File: src/rtl/ld3320_reg_sequencer.sv
// LD3320 register command sequencer.
// Walks a WRITE / POLL / DELAY / END command table and issues one-cycle
// transactions to the LD3320 parallel-bus engine, spacing them to the
// engine's fixed IDLE->...->IDLE round trip.
// Optional feature: define LD3320_SEQ_READBACK_EN to read back every WRITE
// and abort on a mismatch.
module ld3320_reg_sequencer #(
  parameter int IDX_W      = 6,
  parameter int BUS_GAP    = 5,
  parameter int RD_TIMEOUT = 8,
  parameter int DELAY_UNIT = 1000,
  parameter int POLL_LIMIT = 255
) (
  input  logic             clk,
  input  logic             rst,
  input  logic             start,
  output logic [IDX_W-1:0] tbl_idx,
  input  logic [17:0]      tbl_entry,
  output logic             bus_ena,
  output logic             bus_sel,
  output logic [7:0]       bus_addr,
  output logic [7:0]       bus_data,
  input  logic [7:0]       bus_rdata,
  input  logic             bus_rready,
  output logic             busy,
  output logic             done,
  output logic             err,
  output logic [7:0]       last_rdata
);

  localparam logic [1:0] OP_WRITE = 2'b00;
  localparam logic [1:0] OP_POLL  = 2'b01;
  localparam logic [1:0] OP_DELAY = 2'b10;
  localparam logic [1:0] OP_END   = 2'b11;

  localparam int ATT_W = $clog2(POLL_LIMIT + 1);
  localparam int DLY_W = $clog2(255 * DELAY_UNIT + 1);

  // Cycles-since-bus_ena thresholds. Leaving through FETCH costs one extra
  // cycle before the next ISSUE, hence GAP-2 versus GAP-1 for a direct reissue.
  localparam logic [7:0]       GAP_FETCH = 8'(BUS_GAP - 2);
  localparam logic [7:0]       GAP_ISSUE = 8'(BUS_GAP - 1);
  localparam logic [7:0]       TO_LAST   = 8'(RD_TIMEOUT - 1);
  localparam logic [ATT_W-1:0] POLL_MAX  = ATT_W'(POLL_LIMIT);

  typedef enum logic [3:0] {
    S_IDLE, S_FETCH, S_ISSUE, S_WAIT_WR, S_WAIT_RD, S_EVAL, S_DELAY, S_DONE, S_ERR
  } state_t;

  state_t           state_q, state_d;
  logic [IDX_W-1:0] idx_q, idx_d;
  logic [17:0]      entry_q, entry_d;
  logic [7:0]       txn_q, txn_d;
  logic [DLY_W-1:0] dly_q, dly_d;
  logic [ATT_W-1:0] att_q, att_d;
  logic [7:0]       rdata_q, rdata_d;
  logic             err_q, err_d;
  logic             do_adv;
  logic             gap_fetch;
  logic [7:0]       arg;

`ifdef LD3320_SEQ_READBACK_EN
  logic rb_q, rb_d;
`else
  logic rb_q;
  assign rb_q = 1'b0;
`endif

  assign arg       = entry_q[7:0];
  assign gap_fetch = (txn_q >= GAP_FETCH);

  // Next-state, table walk and counter logic.
  always_comb begin
    state_d = state_q;
    idx_d   = idx_q;
    entry_d = entry_q;
    txn_d   = (txn_q == 8'hFF) ? txn_q : txn_q + 8'd1;
    dly_d   = dly_q;
    att_d   = att_q;
    rdata_d = rdata_q;
    do_adv  = 1'b0;
`ifdef LD3320_SEQ_READBACK_EN
    rb_d    = rb_q;
`endif
    case (state_q)
      S_IDLE: begin
        if (start) begin
          state_d = S_FETCH;
          idx_d   = '0;
          att_d   = '0;
        end
      end
      S_FETCH: begin
        entry_d = tbl_entry;
`ifdef LD3320_SEQ_READBACK_EN
        rb_d    = 1'b0;
`endif
        case (tbl_entry[17:16])
          OP_END:   state_d = S_DONE;
          OP_DELAY: begin
            state_d = S_DELAY;
            dly_d   = DLY_W'(tbl_entry[7:0]) * DLY_W'(DELAY_UNIT);
          end
          default:  state_d = S_ISSUE;
        endcase
      end
      S_ISSUE: begin
        txn_d = 8'd1;
        if (entry_q[17:16] == OP_POLL) begin
          att_d   = att_q + ATT_W'(1);
          state_d = S_WAIT_RD;
        end else if (rb_q) begin
          state_d = S_WAIT_RD;
        end else begin
          state_d = S_WAIT_WR;
        end
      end
      S_WAIT_WR: begin
`ifdef LD3320_SEQ_READBACK_EN
        if (txn_q >= GAP_ISSUE) begin
          rb_d    = 1'b1;
          state_d = S_ISSUE;
        end
`else
        if (gap_fetch) do_adv = 1'b1;
`endif
      end
      S_WAIT_RD: begin
        if (bus_rready) begin
          rdata_d = bus_rdata;
          state_d = S_EVAL;
        end else if (txn_q >= TO_LAST) begin
          state_d = S_ERR;
        end
      end
      S_EVAL: begin
        if (rb_q) begin
          if (rdata_q == arg) begin
            if (gap_fetch) do_adv = 1'b1;
          end else begin
            state_d = S_ERR;
          end
        end else if ((rdata_q & arg) == arg) begin
          if (gap_fetch) do_adv = 1'b1;
        end else if (att_q >= POLL_MAX) begin
          state_d = S_ERR;
        end else if (txn_q >= GAP_ISSUE) begin
          state_d = S_ISSUE;
        end
      end
      S_DELAY: begin
        if (dly_q <= DLY_W'(1)) do_adv = 1'b1;
        else                    dly_d  = dly_q - DLY_W'(1);
      end
      S_DONE:  state_d = S_IDLE;
      S_ERR:   state_d = S_IDLE;
      default: state_d = S_IDLE;
    endcase

    // The last table slot must hold END; running past it aborts instead of wrapping.
    if (do_adv) begin
      att_d = '0;
      if (idx_q == '1) begin
        state_d = S_ERR;
      end else begin
        idx_d   = idx_q + IDX_W'(1);
        state_d = S_FETCH;
      end
    end

    err_d = err_q;
    if (state_q == S_IDLE && start) err_d = 1'b0;
    if (state_d == S_ERR)           err_d = 1'b1;
  end

  // State and datapath registers.
  always_ff @(posedge clk) begin
    if (rst) begin
      state_q <= S_IDLE;
      idx_q   <= '0;
      entry_q <= '0;
      txn_q   <= '0;
      dly_q   <= '0;
      att_q   <= '0;
      rdata_q <= '0;
      err_q   <= 1'b0;
`ifdef LD3320_SEQ_READBACK_EN
      rb_q    <= 1'b0;
`endif
    end else begin
      state_q <= state_d;
      idx_q   <= idx_d;
      entry_q <= entry_d;
      txn_q   <= txn_d;
      dly_q   <= dly_d;
      att_q   <= att_d;
      rdata_q <= rdata_d;
      err_q   <= err_d;
`ifdef LD3320_SEQ_READBACK_EN
      rb_q    <= rb_d;
`endif
    end
  end

  assign busy       = (state_q != S_IDLE) && (state_q != S_DONE) && (state_q != S_ERR);
  assign tbl_idx    = idx_q;
  assign bus_ena    = (state_q == S_ISSUE);
  assign bus_sel    = busy && (entry_q[17:16] == OP_WRITE) && !rb_q;
  assign bus_addr   = entry_q[15:8];
  assign bus_data   = entry_q[7:0];
  assign done       = (state_q == S_DONE);
  assign err        = err_q;
  assign last_rdata = rdata_q;

endmodule

File: config.mk
export PLATFORM = sky130hd
export DESIGN_NAME = ld3320_reg_sequencer
export DESIGN_NICKNAME = d
export VERILOG_FILES = /design/src/rtl/ld3320_reg_sequencer.sv
export SDC_FILE = /design/constraint.sdc
export NUM_CORES = 1
export LEC_CHECK = 0
export CORE_UTILIZATION = 30
export DETAILED_ROUTE_END_ITERATION = 10
export SETUP_SLACK_MARGIN = 0.5
export SYNTH_ARGS = -nofsm -noshare
export SYNTH_HDL_FRONTEND = slang
export SYNTH_SLANG_ARGS = --single-unit
export TNS_END_PERCENT = 100
File: constraint.sdc
create_clock -name clk -period 4.95 [get_ports clk]
set_input_delay 0.99 -clock clk [delete_from_list [all_inputs] [get_ports clk]]
set_output_delay 0.99 -clock clk [all_outputs]
set_load 0.02 [all_outputs]
==> flow_metrics.env, run 1 <==
export IMPL_status="finished, final reports clean"
export IMPL_power_leakage_nw=2.579
export IMPL_async_flop_share_pct=0
export IMPL_dp_slack_ns=-0.09866
export IMPL_met1Wirelength_um=6357
export IMPL_cts_clk_slew_worst_paths_ns=0.05
export IMPL_period_minus_slack_ns=4.324
export IMPL_path_class="in2reg"
export IMPL_startpoint_type="input port"
export IMPL_r2r_cells=6
export IMPL_drive_gt1_share_pct=14.49
export IMPL_synthTopCellsByArea="dfxtp_1, ha_1, fa_1, a21oi_1, nand2_1"
export IMPL_worstSetupStartpoint="tbl_entry[2]"
export IMPL_post_dp_cell_area_um2=6081
export IMPL_fin_worst_hold_slack_ns=0.4534
export IMPL_io_pins=65
export IMPL_slew_headroom_pct=39.16
export IMPL_area_growth_pct=27.31
export IMPL_met2_wirelength_um=5472
export IMPL_powerDensity_nw_per_um2=493.7
export IMPL_dpl_cell_count=895
export IMPL_critPathSlowestCell="fa_1"
export IMPL_finalHoldViolCount=0
export IMPL_fin_area_um2=6521
export IMPL_drc_errors=0
export IMPL_drt_initial_drc_count=315
export IMPL_synth_top_area_cell="dfxtp_1"
export IMPL_wl_per_cell_um=13.65
export IMPL_grt_pass1_wl_um=21080
export IMPL_routed_top_layer="met4"
export IMPL_synthesis_nets=715
export IMPL_die_area_um2=17600
export IMPL_grt_max_degree=43
export IMPL_yosys_area_top_type_share_pct=27.75
export IMPL_fp_dieW_um=132.7
export IMPL_synth_edf_count=0
export IMPL_cp_cell_sequence="buf_8, fa_1, inv_1, fa_1, fa_1, fa_1, inv_2, ha_4, and2_4, a311o_1, a221oi_4, xnor2_1, nand2_1, a31oi_1"
export IMPL_fin_crit_sh_pct=87.36
export IMPL_cts_buffer_depth=2
export IMPL_numCtsBuffers=9
export IMPL_gp_congestion=0.8442
export IMPL_cts_tree="built"
export IMPL_cp_arrival_ns=4.59
export IMPL_first_pass_iters=5
export IMPL_hold_path_class="reg2reg"
export IMPL_num_fill_cells=1678
export IMPL_vias=4485
export IMPL_syn_instance_count=619
export IMPL_insertion_delay_ns=0.34
export IMPL_core_um2=16640
export IMPL_vdd_drop_max_v=0.0002671
export IMPL_via_per_inst=4.929
export IMPL_ys_types=73
export IMPL_grt_use_total_pct=14.82
export IMPL_synth_common_cells="dfxtp_1, nand2_1, nor2_1"
export IMPL_synth_avg_cell_area_um2=8.275
export IMPL_yosysMostFrequentCell="dfxtp_1"
export IMPL_ys_ff_latch=71
export IMPL_synth_ff_type="dfxtp_1"
export IMPL_wl_met3_um=397
export IMPL_worstPathRequired_ns=5.22
export IMPL_cts_sinks=71
export IMPL_start_util_pct=30.78
export IMPL_portBuffers=64
export IMPL_hpwl_um=9308
export IMPL_cpPeakStageDelay_ns=0.56
export IMPL_diodes=0
export IMPL_netlist_area_um2=5122
export IMPL_h_tree_depth=3
export IMPL_cpMostUsedCell="fa_1"
export IMPL_ys_warn_count=0
export IMPL_gr_total_overflow=0
export IMPL_timing_rr_start="state_q[1]$_SDFF_PP0_"
export IMPL_wirelength_um=12420
export IMPL_antenna_found_initial=0
export IMPL_rows=47
export IMPL_rsz0062_at_grt="yes"
export IMPL_fin_skew_ns=0.006360
export IMPL_cp_max_fo=4
export IMPL_fin_cells=910
export IMPL_setup_worst_path_end="dly_q[16]$_SDFFE_PP0P_"
export IMPL_worst_pin_slew_ns=0.9065
export IMPL_clockRootBuffer="clkbuf_16"
export IMPL_finalSetupViolCount=0
export IMPL_grt_pass1_vias=4259
export IMPL_regToRegSetupSlack_ns=2.13
export IMPL_ys_seq_area_share_pct=27.75
export IMPL_nets=782
export IMPL_die_h_um=132.7
export IMPL_drv_cap=0
export IMPL_antenna_left=0
export IMPL_r2r_end="tbl_idx[2]$_SDFF_PP0_"
export IMPL_finalMaxSlewViolations=0
export IMPL_max_freq_mhz=231.3
export IMPL_timing_final_ws_setup_ns=0.6258
export IMPL_end_kind="flop"
==> critical path, delay by kind of cell <==
| family | cells | cell delay [ns] |
|---|---|---|
| fa+ha+maj | 5 | 2.26 |
| xor+xnor | 1 | 0.15 |
| buf+inv | 3 | 0.19 |
| compound gates | 3 | 0.79 |
| simple gates | 2 | 0.20 |
==> metal layers <==
layer / vias to the layer above / GRT usage [%]
met2: 83 / 22.78
met5: - / 0
met1: 2104 / 20.75
met3: 12 / 2.222
met4: 0 / 5.875
li1: 2286 / -
==> through the flow <==
step / util [%] / TNS [ns] / total power, mW
finish: 39.18 / 0 / 3.220
global route: 39.18 / 0 / 3.475
CTS: 38.67 / 0 / 3.156
detailed placement: 36.54 / -0.3003 / 2.397
global placement: 36.54 / -0.1744 / 2.394
floorplan: - / 0 / 1.864
==> placed cells by master, fill, tap and decap left out, types with 5 or more instances in the layout <==
cell / netlist / layout
xnor2_1: 13 / 13
buf_4: 17 / 35
inv_1: 44 / 40
ha_4: 0 / 9
nand3_1: 25 / 25
nor4_1: 9 / 9
a21oi_1: 51 / 47
nor3_1: 11 / 11
o21ai_0: 25 / 22
nor2b_1: 10 / 10
clkdlybuf4s50_1: 0 / 57
fa_1: 21 / 20
nand4_1: 9 / 9
o21ai_1: 2 / 5
nand2_1: 65 / 65
a31oi_1: 8 / 8
nor2_1: 60 / 60
clkbuf_16: 0 / 9
o211ai_1: 5 / 5
ha_1: 45 / 34
mux2i_1: 8 / 8
nand2b_1: 5 / 5
dfxtp_1: 71 / 71
xor2_1: 10 / 10
==> final cells by class <==
class | count | area, um2 | area share [%]
Timing Repair Buffer | 99 | 889.6 | 13.64
Multi-Input combinational cell | 461 | 3457 | 53.01
Clock buffer | 11 | 242.7 | 3.722
Inverter | 44 | 165.2 | 2.533
Clock inverter | 4 | 70.07 | 1.074
Sequential cell | 71 | 1421 | 21.80
Tap cell | 220 | 275.3 | 4.221
==> cell families after synthesis <==
kind of cell | share of synthesized area, %
AND/OR/NAND/NOR | 22.55
AO/OA/AOI/OAI | 16.88
buffers and inverters | 7.914
flip-flops | 27.75
adder cells (fa/ha/maj) | 19.20
XOR/XNOR | 3.933
multiplexers | 1.783
==> report_power, final <==
group	internal (mW)	switching [mW]
combinational	0.856	0.922
clock	0.450	0.240
sequential	0.654	0.0968
total	1.96	1.26
==> registers in the layout, summed over array words and instances (netlist names) <==
name,flops
tbl_idx,6
dly_q,18
entry_q,18
txn_q,8
att_q,8
err,1
state_q,4
last_rdata,8
==> worst min-delay path by stage <==
| stage | from | end | slack, ns | cells after the start |
|---|---|---|---|---|
| after floorplan | entry_q[10]$_SDFFE_PP0P_ | entry_q[10]$_SDFFE_PP0P_ | 0.44 | 2 |
| after global routing | entry_q[10]$_SDFFE_PP0P_ | entry_q[10]$_SDFFE_PP0P_ | 0.48 | 2 |
| after detailed placement | entry_q[11]$_SDFFE_PP0P_ | entry_q[11]$_SDFFE_PP0P_ | 0.45 | 2 |
| final | entry_q[11]$_SDFFE_PP0P_ | entry_q[11]$_SDFFE_PP0P_ | 0.45 | 2 |
| after global placement | entry_q[11]$_SDFFE_PP0P_ | entry_q[11]$_SDFFE_PP0P_ | 0.44 | 2 |
| after CTS | entry_q[11]$_SDFFE_PP0P_ | entry_q[11]$_SDFFE_PP0P_ | 0.46 | 2 |
==> timing repair <==
item / in CTS / in global routing
setup buffers: 0 / 0
gates resized for setup: 16 / 33
setup endpoints to repair: 9 / 6
pin swaps: 8 / 18
hold buffers: 0 / 0
(Power assumes the default switching activity.)
==> inputs of run 2 (changes only) <==
--- a/config.mk
+++ b/config.mk
@@ -5,8 +5,12 @@
 export SDC_FILE = /design/constraint.sdc
 export NUM_CORES = 1
 export LEC_CHECK = 0
+export CELL_PAD_IN_SITES_DETAIL_PLACEMENT = 1
+export CELL_PAD_IN_SITES_GLOBAL_PLACEMENT = 1
 export CORE_UTILIZATION = 30
+export CTS_CLUSTER_DIAMETER = 30
 export DETAILED_ROUTE_END_ITERATION = 10
+export PLACE_DENSITY_LB_ADDON = 0.1
 export SETUP_SLACK_MARGIN = 0.5
 export SYNTH_ARGS = -nofsm -noshare
 export SYNTH_HDL_FRONTEND = slang
==> run 2 against run 1 <==
Against the previous run:
- clock skew is 0.0013 ns lower
- sequential share of layout area fell by 0.22 points
- count of clock-buffer cells in the layout down 2
- global-route usage up 2.5 points
- setup slack got worse by 0.10 ns
- combinational power is 3% higher
- power grew 0.75%
- utilization increased by 0.39 points
- fmax fell by 2.4%
==> flow_metrics.env, run 2 (synthesis results as in run 1) <==
export IMPL_vdd_drop_max_v=0.0003777
export IMPL_cp_cell_sequence="buf_8, fa_1, inv_2, fa_1, fa_1, fa_1, inv_2, ha_4, and2_4, a311o_1, a311oi_2, xnor2_1, nand2_1, a31oi_1"
export IMPL_cts_clk_slew_worst_paths_ns=0.06
export IMPL_cpPeakStageDelay_ns=0.56
export IMPL_drive_gt1_share_pct=16.36
export IMPL_final_common_cell="dfxtp_1"
export IMPL_timing_rr_start="state_q[1]$_SDFF_PP0_"
export IMPL_rows=47
export IMPL_insertion_delay_ns=0.34
export IMPL_cts_hold_buf=0
export IMPL_status="finished, final reports clean"
export IMPL_io_pins=65
export IMPL_grt_pass1_vias=4797
export IMPL_finalHoldViolCount=0
export IMPL_period_minus_slack_ns=4.429
export IMPL_finalSetupViolCount=0
export IMPL_pwr_share_clk_pct=20.4
export IMPL_worstPathRequired_ns=5.21
export IMPL_cts_tree="built"
export IMPL_p_sw_share_pct=41.00
export IMPL_fin_cells=917
export IMPL_core_um2=16640
export IMPL_cp_arrival_ns=4.69
export IMPL_grt_pass1_wl_um=24210
export IMPL_drc_errors=0
export IMPL_gp_congestion=0.8376
export IMPL_antenna_left=0
export IMPL_worstSetupStartpoint="tbl_entry[2]"
export IMPL_hpwl_um=11120
export IMPL_setup_worst_path_end="dly_q[14]$_SDFFE_PP0P_"
export IMPL_finalMaxSlewViolations=0
export IMPL_drv_cap=0
export IMPL_clockRootBuffer="clkbuf_16"
export IMPL_via_per_inst=5.011
export IMPL_r2r_end="tbl_idx[2]$_SDFF_PP0_"
export IMPL_gr_total_overflow=0
export IMPL_powerDensity_nw_per_um2=492.5
export IMPL_fin_skew_ns=0.005088
export IMPL_cts_buffer_depth=2
export IMPL_wirelength_um=14600
export IMPL_end_kind="flop"
export IMPL_r2r_cells=6
export IMPL_dp_slack_ns=-0.2810
export IMPL_regToRegSetupSlack_ns=1.95
export IMPL_fin_worst_hold_slack_ns=0.4595
export IMPL_slew_headroom_pct=21.88
export IMPL_nets=788
export IMPL_dpl_cell_count=897
export IMPL_p_seq_share_pct=23.2
export IMPL_path_class="in2reg"
export IMPL_num_fill_cells=1919
export IMPL_numCtsBuffers=9
export IMPL_power_leakage_nw=2.598
export IMPL_portBuffers=64
export IMPL_post_dp_cell_area_um2=6096
export IMPL_cpMostUsedCell="fa_1"
export IMPL_diodes=0
export IMPL_cts_sinks=71
export IMPL_fp_dieW_um=132.7
export IMPL_rsz0062_at_grt="yes"
export IMPL_whs_path_depth=2
export IMPL_die_h_um=132.7
export IMPL_antenna_found_initial=0
export IMPL_wl_per_cell_um=15.93
export IMPL_critPathSlowestCell="fa_1"
export IMPL_p_switching_mw=1.330
export IMPL_seq_area_um2=1421
export IMPL_first_pass_iters=4
export IMPL_reg_top3="dly_q (18), entry_q (18)"
export IMPL_die_area_um2=17600
export IMPL_layout_common_cells="dfxtp_1, nand2_1, nor2_1"
export IMPL_area_growth_pct=28.58
export IMPL_startpoint_type="input port"
export IMPL_grt_max_degree=33
export IMPL_p_int_mw=1.914
export IMPL_multi_input_area_um2=3478
export IMPL_h_tree_depth=3
export IMPL_start_util_pct=30.78
export IMPL_vias=4595
export IMPL_drt_initial_drc_count=146
export IMPL_combinationalPowerShare_pct=56.4
export IMPL_fin_area_um2=6586
export IMPL_worst_pin_slew_ns=1.169
export IMPL_hold_path_class="reg2reg"
export IMPL_cp_max_fo=3
export IMPL_fin_crit_sh_pct=89.47
export IMPL_timing_final_ws_setup_ns=0.5211
export IMPL_grt_use_total_pct=17.32
export IMPL_max_freq_mhz=225.8
[run 2: layout make-up]
type	count	share of cell area [%]
flip-flops and latches	71	21.58
inverters	44	2.508
clock buffers	9	3.419
well taps	220	4.179
multi-input cells	461	52.81
repair buffers	105	14.30
clock inverters	7	1.197
[run 2: how the worst min path moves through the flow]
stage	startpoint	to	slack, ns
detailed placement	entry_q[13]$_SDFFE_PP0P_	entry_q[13]$_SDFFE_PP0P_	0.45
CTS	entry_q[13]$_SDFFE_PP0P_	entry_q[13]$_SDFFE_PP0P_	0.46
global placement	entry_q[8]$_SDFFE_PP0P_	entry_q[8]$_SDFFE_PP0P_	0.44
global route	entry_q[8]$_SDFFE_PP0P_	entry_q[8]$_SDFFE_PP0P_	0.49
floorplan	entry_q[10]$_SDFFE_PP0P_	entry_q[10]$_SDFFE_PP0P_	0.44
finish	entry_q[13]$_SDFFE_PP0P_	entry_q[13]$_SDFFE_PP0P_	0.46
[run 2: worst max-delay path, delay by kind of cell]
family / cells / cell delay [ns]
buffers and inverters: 3 / 0.19
adders and majority gates: 5 / 2.27
and+or+nand+nor: 2 / 0.23
xor gates and xnor gates: 1 / 0.18
AOI/OAI and AO/OA: 3 / 0.81
[run 2: layer usage]
layer  track usage [%]  share of wire (%)  up-vias
met4             4.725                1.2        0
met5                 0                  0        -
met1             21.23                 47     2256
li1                  -                  -     2290
met2             30.99                 51       40
met3             3.027                1.7        9
[run 2: stage by stage]
stage | power [mW] | utilization, % | TNS [ns]
floorplan | 1.864 | - | 0
global placement | 2.422 | 36.63 | -0.6578
detailed placement | 2.452 | 36.63 | -1.249
CTS | 3.170 | 38.65 | 0
global route | 3.507 | 39.58 | 0
finish | 3.244 | 39.58 | 0
[run 2: what timing repair did]
| action | 4_1_cts | 5_1_grt |
|---|---|---|
| setup buffers | 1 | 3 |
| resized for setup | 31 | 28 |
| pin swaps | 12 | 18 |
| setup endpoints to repair | 9 | 7 |
| cloned | 0 | 0 |
[run 2: power by group through the flow]
| stage | Clock, mW | Combinational (mW) | Sequential (mW) |
|---|---|---|---|
| 2_1_floorplan | 0 | 1.15 | 0.719 |
| 5_1_grt | 0.709 | 2.03 | 0.768 |
| 6_report | 0.663 | 1.83 | 0.753 |
| 4_1_cts | 0.687 | 1.73 | 0.753 |
| 3_3_place_gp | 0 | 1.66 | 0.760 |
| 3_5_place_dp | 0 | 1.69 | 0.765 |
==> inputs of run 3 (changes only) <==
--- a/config.mk
+++ b/config.mk
@@ -10,6 +10,7 @@
 export CORE_UTILIZATION = 30
 export CTS_CLUSTER_DIAMETER = 30
 export DETAILED_ROUTE_END_ITERATION = 10
+export HOLD_SLACK_MARGIN = 0.05
 export PLACE_DENSITY_LB_ADDON = 0.1
 export SETUP_SLACK_MARGIN = 0.5
 export SYNTH_ARGS = -nofsm -noshare
==> results of run 3 <==
The final DEF is identical to that of run 2; final timing and power are the same.
==> RTL edit, RTL diff (config.mk and constraints of run 2) <==
Build with the macro `LD3320_SEQ_READBACK_EN` defined.
--- a/src/rtl/ld3320_reg_sequencer.sv
+++ b/src/rtl/ld3320_reg_sequencer.sv
@@ -5,4 +5,6 @@
 // Optional feature: define LD3320_SEQ_READBACK_EN to read back every WRITE
 // and abort on a mismatch.
+`define LD3320_SEQ_READBACK_EN
+
 module ld3320_reg_sequencer #(
   parameter int IDX_W      = 6,
Behaviour: not the same (Yosys sat finds a counterexample within 10 cycles, from zero or initial values and one cycle with rst high).
==> RTL edit against run 2 <==
Synthesized area increased by 5.2%; via count is 8.0% higher; power rose by 2.7%; cell area rose by 3.0%; critical path type unchanged; wire length grew 7.7%; sequential cell count is 1 higher; setup slack improved by 0.14 ns; highest routed layer unchanged; non-clock buffer count down 3; largest power group unchanged; critical path depth increased by 1; die area up 5.1%.
==> RTL edit: results (changes against run 2) <==
| Metric | Value |
|---|---|
| Outcome | `finished clean (unchanged)` |
| Skew-Pair Late Insertion Delay | `between 0.3 and 0.4 ns` |
| H-tree depth | `3 (unchanged)` |
| Synth cell types | `65 (was 73)` |
| CP max stage delay | `0.62 ns (was 0.56 ns)` |
| Rel. slew slack | `50.5% (was 21.9%)` |
| Pre-CTS setup slack | `-0.172 ns (was -0.281 ns)` |
| Synth Flop Type | `dfxtp_1 (unchanged)` |
| First-pass GRT wire length | `25.9 mm (was 24.2 mm)` |
| Antenna cells | `0 (unchanged)` |
| Crit-path leading delay family | `adder cells (unchanged)` |
| Crit-path slowest cell | `fa_2 (was fa_1)` |
| Layout cell share with drive strength beyond 1 | `12.4% (was 16.4%)` |
| FILL cells | `2113 (was 1919)` |
| Final wirelength | `15.7 mm (was 14.6 mm)` |
| Psw | `1.39 mW (was 1.33 mW)` |
| Area contributors post-synth | `dfxtp_1 (27%), ha_1 (12%), fa_1 (7.8%) (was dfxtp_1 (28%), ha_1 (11%), fa_1 (8.2%))` |
| Finished Layout Cells | `972 (was 917)` |
| Cell leakage power | `2.68 nW (was 2.60 nW)` |
| Final HPWL DP | `12.1 mm (was 11.1 mm)` |
| Syn Nets | `777 (was 715)` |
| CP Max Fanout | `3 (unchanged)` |
| Pin count of the biggest net entering global routing | `37 (was 33)` |
| Worst vdd ir | `0.000175 V (was 0.000378 V)` |
| Hold/Removal Path Class | `register to register (unchanged)` |
| Top-count cell post-synth | `nand2_1 (was dfxtp_1)` |
| Sequential fraction of the synthesis area | `26.8% (was 27.7%)` |
| Reg-to-reg slack, setup | `2.40 ns (was 1.95 ns)` |
| Top post-synthesis cells by count | `nand2_1 (84), dfxtp_1 (72), nor2_1 (59) (was dfxtp_1 (71), nand2_1 (65), nor2_1 (60))` |
| DR pass1 iterations | `5 (was 4)` |
| Peak Freq | `233 MHz (was 226 MHz)` |
| Post-synth ARST share | `0% (unchanged)` |
| Total placed cells including tap cells | `956 (was 897)` |
| DRT iter0 DRCs | `120 (was 146)` |
| YS warnings | `0 (unchanged)` |
| Final Skew | `0.00634 ns (was 0.00509 ns)` |
| Data arrival time of the critical path | `4.56 ns (was 4.69 ns)` |
| Cells after synthesis | `673 (was 619)` |
| RePlAce Congestion | `0.838 (about the same)` |
| CP Capture Type | `register (unchanged)` |
| Total track usage | `17.8% (was 17.3%)` |
| Final nets | `847 (was 788)` |
| Buffers on Ports | `64 (unchanged)` |
| Number of global-route vias before repair | `5161 (was 4797)` |
| Via count | `4961 (was 4595)` |
| Placed inst area | `0.00635 mm² (was 0.00610 mm²)` |
| Final Setup Violations | `0 (unchanged)` |
| FF+latch area | `0.00144 mm² (was 0.00142 mm²)` |
RTL edit: cell count changes in the layout (fill, tap and decap cells not counted), moves of 4 or more:
| cell | change |
|---|---|
| mux2i_1 | -7 |
| nor3_1 | +8 |
| nand2_1 | +20 |
| nand3b_1 | +4 |
| inv_2 | -4 |
| and2_1 | +5 |
| nor2b_1 | -5 |
| a21oi_1 | +9 |
| o21ai_0 | +10 |
| ha_1 | +12 |
| inv_1 | +13 |
| ha_4 | -7 |
RTL edit: final cells by class:
| type | instances | area share, % |
|---|---|---|
| multi-input combinational | 505 | 53.5 |
| sequential | 72 | 21.2 |
| timing repair buffer | 102 | 13.6 |
| tap | 225 | 4.15 |
| clock buffer | 10 | 3.38 |
| inverter | 53 | 2.93 |
| clock inverter | 5 | 1.20 |
RTL edit: power by group through the flow:
stage	clock, mW	sequential (mW)	combinational [mW]
5_1_grt	0.750	0.766	2.07
6_report	0.710	0.755	1.87
3_5_place_dp	0	0.766	1.75
3_3_place_gp	0	0.764	1.73
2_1_floorplan	0	0.727	1.21
4_1_cts	0.728	0.755	1.80
RTL edit: what timing repair did:
action / in CTS / in global routing
gates resized for setup: 22 / 21
pin swaps: 13 / 20
setup endpoints to repair: 9 / 8
setup buffers: 1 / 0
gates cloned: 0 / 0
RTL edit: path summary, 6_finish.rpt:
check                           start                        to  cells after the start
max                      tbl_entry[0]    dly_q[11]$_SDFFE_PP0P_                     15
min          entry_q[15]$_SDFFE_PP0P_  entry_q[15]$_SDFFE_PP0P_                      2
min reg2reg  entry_q[15]$_SDFFE_PP0P_  entry_q[15]$_SDFFE_PP0P_                      2
max reg2reg     dly_q[0]$_SDFFE_PP0P_    dly_q[16]$_SDFFE_PP0P_                      8
RTL edit: kinds of logic (layout without fill, tap and decap cells):
logic type	Yosys count	after routing	share of synthesized area (%)
fa+ha+maj	74	74	20.1
mux	1	1	0.186
simple gates	262	262	24.6
buf+inv	96	170	8.55
compound gates	148	148	16.5
xor+xnor	20	20	3.25
flops	72	72	26.8
RTL edit: worst reg2reg max path, cell delays in order, from the launching register on:
cell and delay (ns):
dfxtp_1 0.34, inv_1 0.13, ha_1 0.25, nor3b_1 0.61, nand2_1 0.26, nor4_1 0.29
xor2_1 0.24, o211ai_1 0.12, a311oi_2 0.24
RTL edit: per-stage QoR:
step	power (mW)	hold slack [ns]
after detailed placement	2.52	0.458
after global placement	2.49	0.445
after CTS	3.28	0.471
final	3.33	0.462
after floorplan	1.94	0.437
after global routing	3.59	0.480
RTL edit: per-layer routing:
| metal | global-route usage (%) | vias up | wire length [µm] |
|---|---|---|---|
| li1 | - | 2468 | - |
| met1 | 21.8 | 2416 | 7320 |
| met2 | 31.5 | 66 | 7710 |
| met3 | 3.28 | 11 | 534 |
| met4 | 5.37 | 0 | 163 |
| met5 | 0 | - | 0 |
